$ cat src/rtl/game_ctrl.sv
// Cursor / fire / win-lose controller for the battleship board.
// Define GAME_CTRL_AUTO_REPEAT_EN to enable auto-repeat of held direction buttons.
module game_ctrl #(
  parameter int SETTLE_CYC = 2,
  parameter int RPT_DELAY  = 25_000_000,
  parameter int RPT_PERIOD = 5_000_000
) (
  input  logic       clk,
  input  logic       reset,
  input  logic       btn_u,
  input  logic       btn_d,
  input  logic       btn_l,
  input  logic       btn_r,
  input  logic       btn_c,
  input  logic [4:0] turns_left,
  input  logic [4:0] sunk_flags,
  output logic [3:0] sprite_row,
  output logic [3:0] sprite_col,
  output logic       fire,
  output logic       clr_game,
  output logic [2:0] state,
  output logic [6:0] shots
);

  typedef enum logic [2:0] {
    S_IDLE  = 3'd0,
    S_PLAY  = 3'd1,
    S_WAIT  = 3'd2,
    S_CHECK = 3'd3,
    S_WIN   = 3'd4,
    S_LOSE  = 3'd5
  } state_t;

  state_t     state_q, state_d;
  logic [3:0] row_q, row_d;
  logic [3:0] col_q, col_d;
  logic [3:0] wait_cnt_q, wait_cnt_d;
  logic       fire_q, fire_d;
  logic       clr_q, clr_d;
  logic [6:0] shots_q, shots_d;

  // Button vector order: {up, down, left, right, centre}
  logic [4:0] btn_now;
  logic [4:0] btn_prev_q;
  logic [4:0] held_q, held_d;
  logic [4:0] btn_edge;

  assign btn_now = {btn_u, btn_d, btn_l, btn_r, btn_c};

  // held_q marks buttons already down at reset; they stay masked until released.
  genvar gi;
  generate
    for (gi = 0; gi < 5; gi++) begin : g_edge
      assign btn_edge[gi] = btn_now[gi] & ~btn_prev_q[gi] & ~held_q[gi];
      assign held_d[gi]   = held_q[gi] & btn_now[gi];
    end
  endgenerate

  logic [3:0] row_inc, row_dec, col_inc, col_dec;
  assign row_inc = (row_q == 4'd9) ? 4'd0 : row_q + 4'd1;
  assign row_dec = (row_q == 4'd0) ? 4'd9 : row_q - 4'd1;
  assign col_inc = (col_q == 4'd9) ? 4'd0 : col_q + 4'd1;
  assign col_dec = (col_q == 4'd0) ? 4'd9 : col_q - 4'd1;

  logic rpt_move;

`ifdef GAME_CTRL_AUTO_REPEAT_EN
  localparam int RPT_MAX = (RPT_DELAY > RPT_PERIOD) ? RPT_DELAY : RPT_PERIOD;
  localparam int RPT_W   = $clog2(RPT_MAX + 1);

  logic [RPT_W-1:0] rpt_cnt_q, rpt_cnt_d, rpt_target, rpt_cnt_inc;
  logic             rpt_seen_q, rpt_seen_d;
  logic [3:0]       dir_now, dir_prev;
  logic             dir_single, rpt_hold;

  assign dir_now    = btn_now[4:1];
  assign dir_prev   = btn_prev_q[4:1];
  assign dir_single = (dir_now != 4'd0) && ((dir_now & (dir_now - 4'd1)) == 4'd0);
  // Any change of the direction vector (release, new press) or leaving PLAY restarts the count.
  assign rpt_hold   = (state_q == S_PLAY) && !btn_edge[0] && (dir_now == dir_prev) && dir_single;
  assign rpt_cnt_inc = rpt_cnt_q + RPT_W'(1);

  always_comb begin
    rpt_cnt_d  = '0;
    rpt_seen_d = 1'b0;
    rpt_move   = 1'b0;
    rpt_target = rpt_seen_q ? RPT_W'(RPT_PERIOD) : RPT_W'(RPT_DELAY);
    if (rpt_hold) begin
      if (rpt_cnt_inc == rpt_target) begin
        rpt_move   = 1'b1;
        rpt_seen_d = 1'b1;
        rpt_cnt_d  = '0;
      end else begin
        rpt_cnt_d  = rpt_cnt_inc;
        rpt_seen_d = rpt_seen_q;
      end
    end
  end

  always_ff @(posedge clk) begin
    if (reset) begin
      rpt_cnt_q  <= '0;
      rpt_seen_q <= 1'b0;
    end else begin
      rpt_cnt_q  <= rpt_cnt_d;
      rpt_seen_q <= rpt_seen_d;
    end
  end
`else
  assign rpt_move = 1'b0;
`endif

  // Fresh edges win over a repeat; a repeat reuses the single held direction.
  logic [3:0] move_req;
  always_comb begin
    move_req = 4'd0;
    if (|btn_edge[4:1]) begin
      move_req = btn_edge[4:1];
    end else if (rpt_move) begin
      move_req = btn_now[4:1];
    end
  end

  always_comb begin
    state_d    = state_q;
    row_d      = row_q;
    col_d      = col_q;
    wait_cnt_d = wait_cnt_q;
    fire_d     = 1'b0;
    clr_d      = 1'b0;
    shots_d    = shots_q;
    case (state_q)
      S_IDLE: begin
        if (btn_edge[0]) begin
          state_d = S_PLAY;
          row_d   = 4'd0;
          col_d   = 4'd0;
          shots_d = 7'd0;
          clr_d   = 1'b1;
        end
      end
      S_PLAY: begin
        if (btn_edge[0]) begin
          fire_d     = 1'b1;
          shots_d    = (shots_q == 7'd127) ? shots_q : shots_q + 7'd1;
          wait_cnt_d = 4'd0;
          state_d    = S_WAIT;
        end else if (move_req[3]) begin
          row_d = row_dec;
        end else if (move_req[2]) begin
          row_d = row_inc;
        end else if (move_req[1]) begin
          col_d = col_dec;
        end else if (move_req[0]) begin
          col_d = col_inc;
        end
      end
      S_WAIT: begin
        if (wait_cnt_q == 4'(SETTLE_CYC - 1)) begin
          state_d = S_CHECK;
        end else begin
          wait_cnt_d = wait_cnt_q + 4'd1;
        end
      end
      S_CHECK: begin
        if (sunk_flags == 5'b11111) begin
          state_d = S_WIN;
        end else if (turns_left == 5'd0) begin
          state_d = S_LOSE;
        end else begin
          state_d = S_PLAY;
        end
      end
      S_WIN, S_LOSE: begin
        if (btn_edge[0]) begin
          state_d = S_IDLE;
        end
      end
      default: state_d = S_IDLE;
    endcase
  end

  always_ff @(posedge clk) begin
    if (reset) begin
      state_q    <= S_IDLE;
      row_q      <= 4'd0;
      col_q      <= 4'd0;
      wait_cnt_q <= 4'd0;
      fire_q     <= 1'b0;
      clr_q      <= 1'b0;
      shots_q    <= 7'd0;
      btn_prev_q <= 5'd0;
      held_q     <= btn_now;
    end else begin
      state_q    <= state_d;
      row_q      <= row_d;
      col_q      <= col_d;
      wait_cnt_q <= wait_cnt_d;
      fire_q     <= fire_d;
      clr_q      <= clr_d;
      shots_q    <= shots_d;
      btn_prev_q <= btn_now;
      held_q     <= held_d;
    end
  end

  assign sprite_row = row_q;
  assign sprite_col = col_q;
  assign fire       = fire_q;
  assign clr_game   = clr_q;
  assign state      = state_q;
  assign shots      = shots_q;

endmodule

$ cat config.mk
export PLATFORM = sky130hd
export DESIGN_NAME = game_ctrl
export DESIGN_NICKNAME = d
export VERILOG_FILES = /design/src/rtl/game_ctrl.sv
export SDC_FILE = /design/constraint.sdc
export NUM_CORES = 1
export LEC_CHECK = 0
export CAP_MARGIN = 15
export CORE_UTILIZATION = 40
export CTS_CLUSTER_DIAMETER = 40
export DETAILED_ROUTE_END_ITERATION = 8
export GPL_ROUTABILITY_DRIVEN = 0
export GPL_TIMING_DRIVEN = 0
export SYNTH_ARGS = -nofsm -noshare
export SYNTH_HDL_FRONTEND = slang
export SYNTH_SLANG_ARGS = --single-unit
$ cat constraint.sdc
create_clock -name clk -period 2.4 [get_ports clk]
set_input_delay 0.36 -clock clk [delete_from_list [all_inputs] [get_ports clk]]
set_output_delay 0.36 -clock clk [all_outputs]
set_load 0.05 [all_outputs]
==> results.md <==
* Met2 Track Usage GR at 0.314
* Yosys cell types at 50
* Number of synthesized flops with an enable pin at 0
* Detailed placer's ending HPWL at 3190 um
* Power Dens Cells at 549 mW/mm^2
* Hold Path Class: in2reg
* Via count at 1795
* Critical Setup Path Class: in2reg
* Maximum vdd drop at 0.392 mV
* Initial standard-cell utilization of the core at 0.416
* Syn Nets at 258
* Worst Max-Slew Pin Slew at 770 ps
* Share of post-route cells with drive strength above 1 at 0.103
* Post-Synthesis Cells at 231
* Post-detailed-route wirelength per cell at 13.2 um
* Clock latency of the later-clocked register in the worst-skew pair at 280 ps
* Antenna Violating Nets Remaining at 0
* Number of diodes at 0
* Total clock buffers created by CTS at 5
* Final #Nets at 300
* Synth Flop Type: sky130_fd_sc_hd__dfxtp_1
* Root buffer selected by CTS: sky130_fd_sc_hd__clkbuf_8
* Data required time at the worst endpoint at 2540 ps
* Sequential element share of the synthesized area at 0.346
* Yosys reg bits at 34
* Maximum level of the CTS H-tree at 2
* Clock transition at the registers of the reported paths at 70 ps
* Worst hold slack after final layout at 295 ps
* Post-layout minimum cycle time at 2110 ps
* Max-slew violation total from the final report at 0
* DRC at 0
* Clock tree from TritonCTS: done
* Critical path startpoint category: input port
* Routing layer with the top usage in global route: met2
* I/O Pins at 37
* Dominant cell type by area after synthesis: sky130_fd_sc_hd__dfxtp_1
* Number of optimization iterations in the first detailed-route pass at 4
* Longest Clk Path Bufs at 2
* Die height at 72.1 um
* Top cells by count, synth: sky130_fd_sc_hd__dfxtp_1 (34), sky130_fd_sc_hd__nor2_1 (23), sky130_fd_sc_hd__nand2_1 (20)
* Final std cell area, no fill at 0.00252 sq mm
* Initial antenna violation count at 0
* Critical path data arrival time at 2250 ps
* Iter 0 DRT Violations at 69
* Number of placement rows at 25
* GRT Residual Overflow at 0
* Setup slack on the worst flop-to-flop path at 360 ps
* Most instantiated library cell after synthesis: sky130_fd_sc_hd__dfxtp_1
* Static leakage power at 0.855 nW
* Wire length of the first global-routing pass at 7710 um
* Total clock sinks at 34
* Endpoint kind of the worst setup timing path: flop
* Final setup vio count at 0
* Proportion of netlist area held by the largest area contributor at 0.346
* Global-route usage over all layers at 0.187
* Post-Synthesis Cell Area at 0.00196 sq mm
* Vias per cell at 5.28
* Quantity of hold-fixing buffers added after cts at 0
* Max transition margin at 0.486
* RSZ-0062 raised after global routing: no
* Synthesis-to-layout area growth at 28.1%
* Status: finished, final reports clean
* Total of max-cap violations at 0
* Top area cells in the synthesized netlist: sky130_fd_sc_hd__dfxtp_1 (35%), sky130_fd_sc_hd__ha_1 (6.4%), sky130_fd_sc_hd__nor2_1 (4.4%), sky130_fd_sc_hd__a21oi_1 (4.1%), sky130_fd_sc_hd__nand2_1 (3.8%)
* Share of the core filled with cells in the final layout at 0.533
* Number of buffers inserted by port buffering at 35
* Tcrit/Tclk final at 0.878
* Maximum number of pins on one net before global-route repair at 11
* Routing usage on met3 at 0.0375
* Total Wirelength at 4490 um
* Top fanout value on the critical path at 6
* Post-detailed-placement cell area at 0.00240 sq mm
* Number of synthesis warnings at 0
* Met1 GRT Util at 0.239
* Clock Skew at 8.67 ps
* Mean area per synthesized cell at 8.50 sq um
* Vias in the first global route at 1681
* Total die area at 0.00520 sq mm
* Achievable frequency at 475 MHz
* Number of failing hold endpoints at the final stage at 0
* Chip width at 72.1 um
* Async set-reset flop share out of synthesis at 0
* Core Footprint at 0.00472 sq mm
[worst max-delay path: stages]
cell and delay [ps]:
sky130_fd_sc_hd__clkdlybuf4s50_1 510, sky130_fd_sc_hd__or3b_2 440, sky130_fd_sc_hd__buf_2 170, sky130_fd_sc_hd__a211o_4 360, sky130_fd_sc_hd__and2_4 180, sky130_fd_sc_hd__a22oi_1 180, sky130_fd_sc_hd__nor2_1 50
[final timing paths]
| check | start | endpoint | cells after the start |
|---|---|---|---|
| min | reset | btn_prev_q[1] | 2 |
| min reg2reg | held_q[3] | held_q[3] | 1 |
| max reg2reg | shots[0] | shots[2] | 7 |
| max | btn_u | sprite_row[0] | 7 |
[cells in the final DEF (no fill, tap or decap), types with 5 or more instances in the layout]
master / n
sky130_fd_sc_hd__ha_1: 10
sky130_fd_sc_hd__nor3b_1: 5
sky130_fd_sc_hd__a211oi_1: 7
sky130_fd_sc_hd__a21oi_1: 16
sky130_fd_sc_hd__inv_1: 6
sky130_fd_sc_hd__nand2_1: 20
sky130_fd_sc_hd__nor3_1: 10
sky130_fd_sc_hd__clkbuf_1: 6
sky130_fd_sc_hd__o21ai_0: 9
sky130_fd_sc_hd__clkdlybuf4s50_1: 35
sky130_fd_sc_hd__nor2_1: 23
sky130_fd_sc_hd__dfxtp_1: 34
sky130_fd_sc_hd__o21a_1: 5
sky130_fd_sc_hd__nor2b_1: 8
sky130_fd_sc_hd__clkbuf_8: 9
sky130_fd_sc_hd__or3b_2: 5
sky130_fd_sc_hd__nand3_1: 11
[metrics by stage]
step	std cells	setup TNS (ps)	setup WS [ps]	power (mW)
2_1_floorplan	231	0	189	0.779
3_3_place_gp	333	-243	-85.2	0.859
3_5_place_dp	333	-291	-90.8	0.860
4_1_cts	340	0	198	1.40
5_1_grt	340	0	84.7	1.45
6_report	340	0	294	1.38
[area by class of cell]
type	count	area, sq um
plain buffers	13	105
clock buffers	6	82.6
clock inverters	1	30.0
fillers	460	2210
inverters	6	22.5
multi-input cells	178	1160
flip-flops and latches	34	681
well taps	67	83.8
repair buffers	35	350
[report_power, final]
group          total, mW  internal [mW]  switching (mW)
registers          0.606          0.584          0.0220
clock network      0.535          0.332           0.203
logic              0.241          0.108           0.133
total               1.38           1.02           0.358
[layer usage]
metal  up-vias  share of wire
met2        48           0.46
met1       832           0.49
li1        911              -
met3         4          0.043
met4         0          0.010
met5         -              0
[what timing repair did]
item / 4_1_cts / 5_1_grt
resized for setup: 0 / 1
buffers inserted: 0 / 0
setup endpoints to repair: 0 / 1
[state kept, by name, indices dropped and copies added (netlist names)]
signal and flops:
shots 7, btn_prev_q 5, held_q 5, sprite_col 4, sprite_row 4, wait_cnt_q 4, state 3, clr_game 1
fire 1
[logic make-up (layout without fill, tap and decap cells)]
family,count (synthesis),count (layout),share of synthesized area
and+or+nand+nor,102,102,0.281
AOI/OAI and AO/OA,59,59,0.204
buffers and inverters,19,61,0.0650
adders and majority gates,10,10,0.0637
xor gates and xnor gates,3,3,0.0134
DFF,34,34,0.346
muxes,4,4,0.0268
Power figures use the tool's default switching activity.
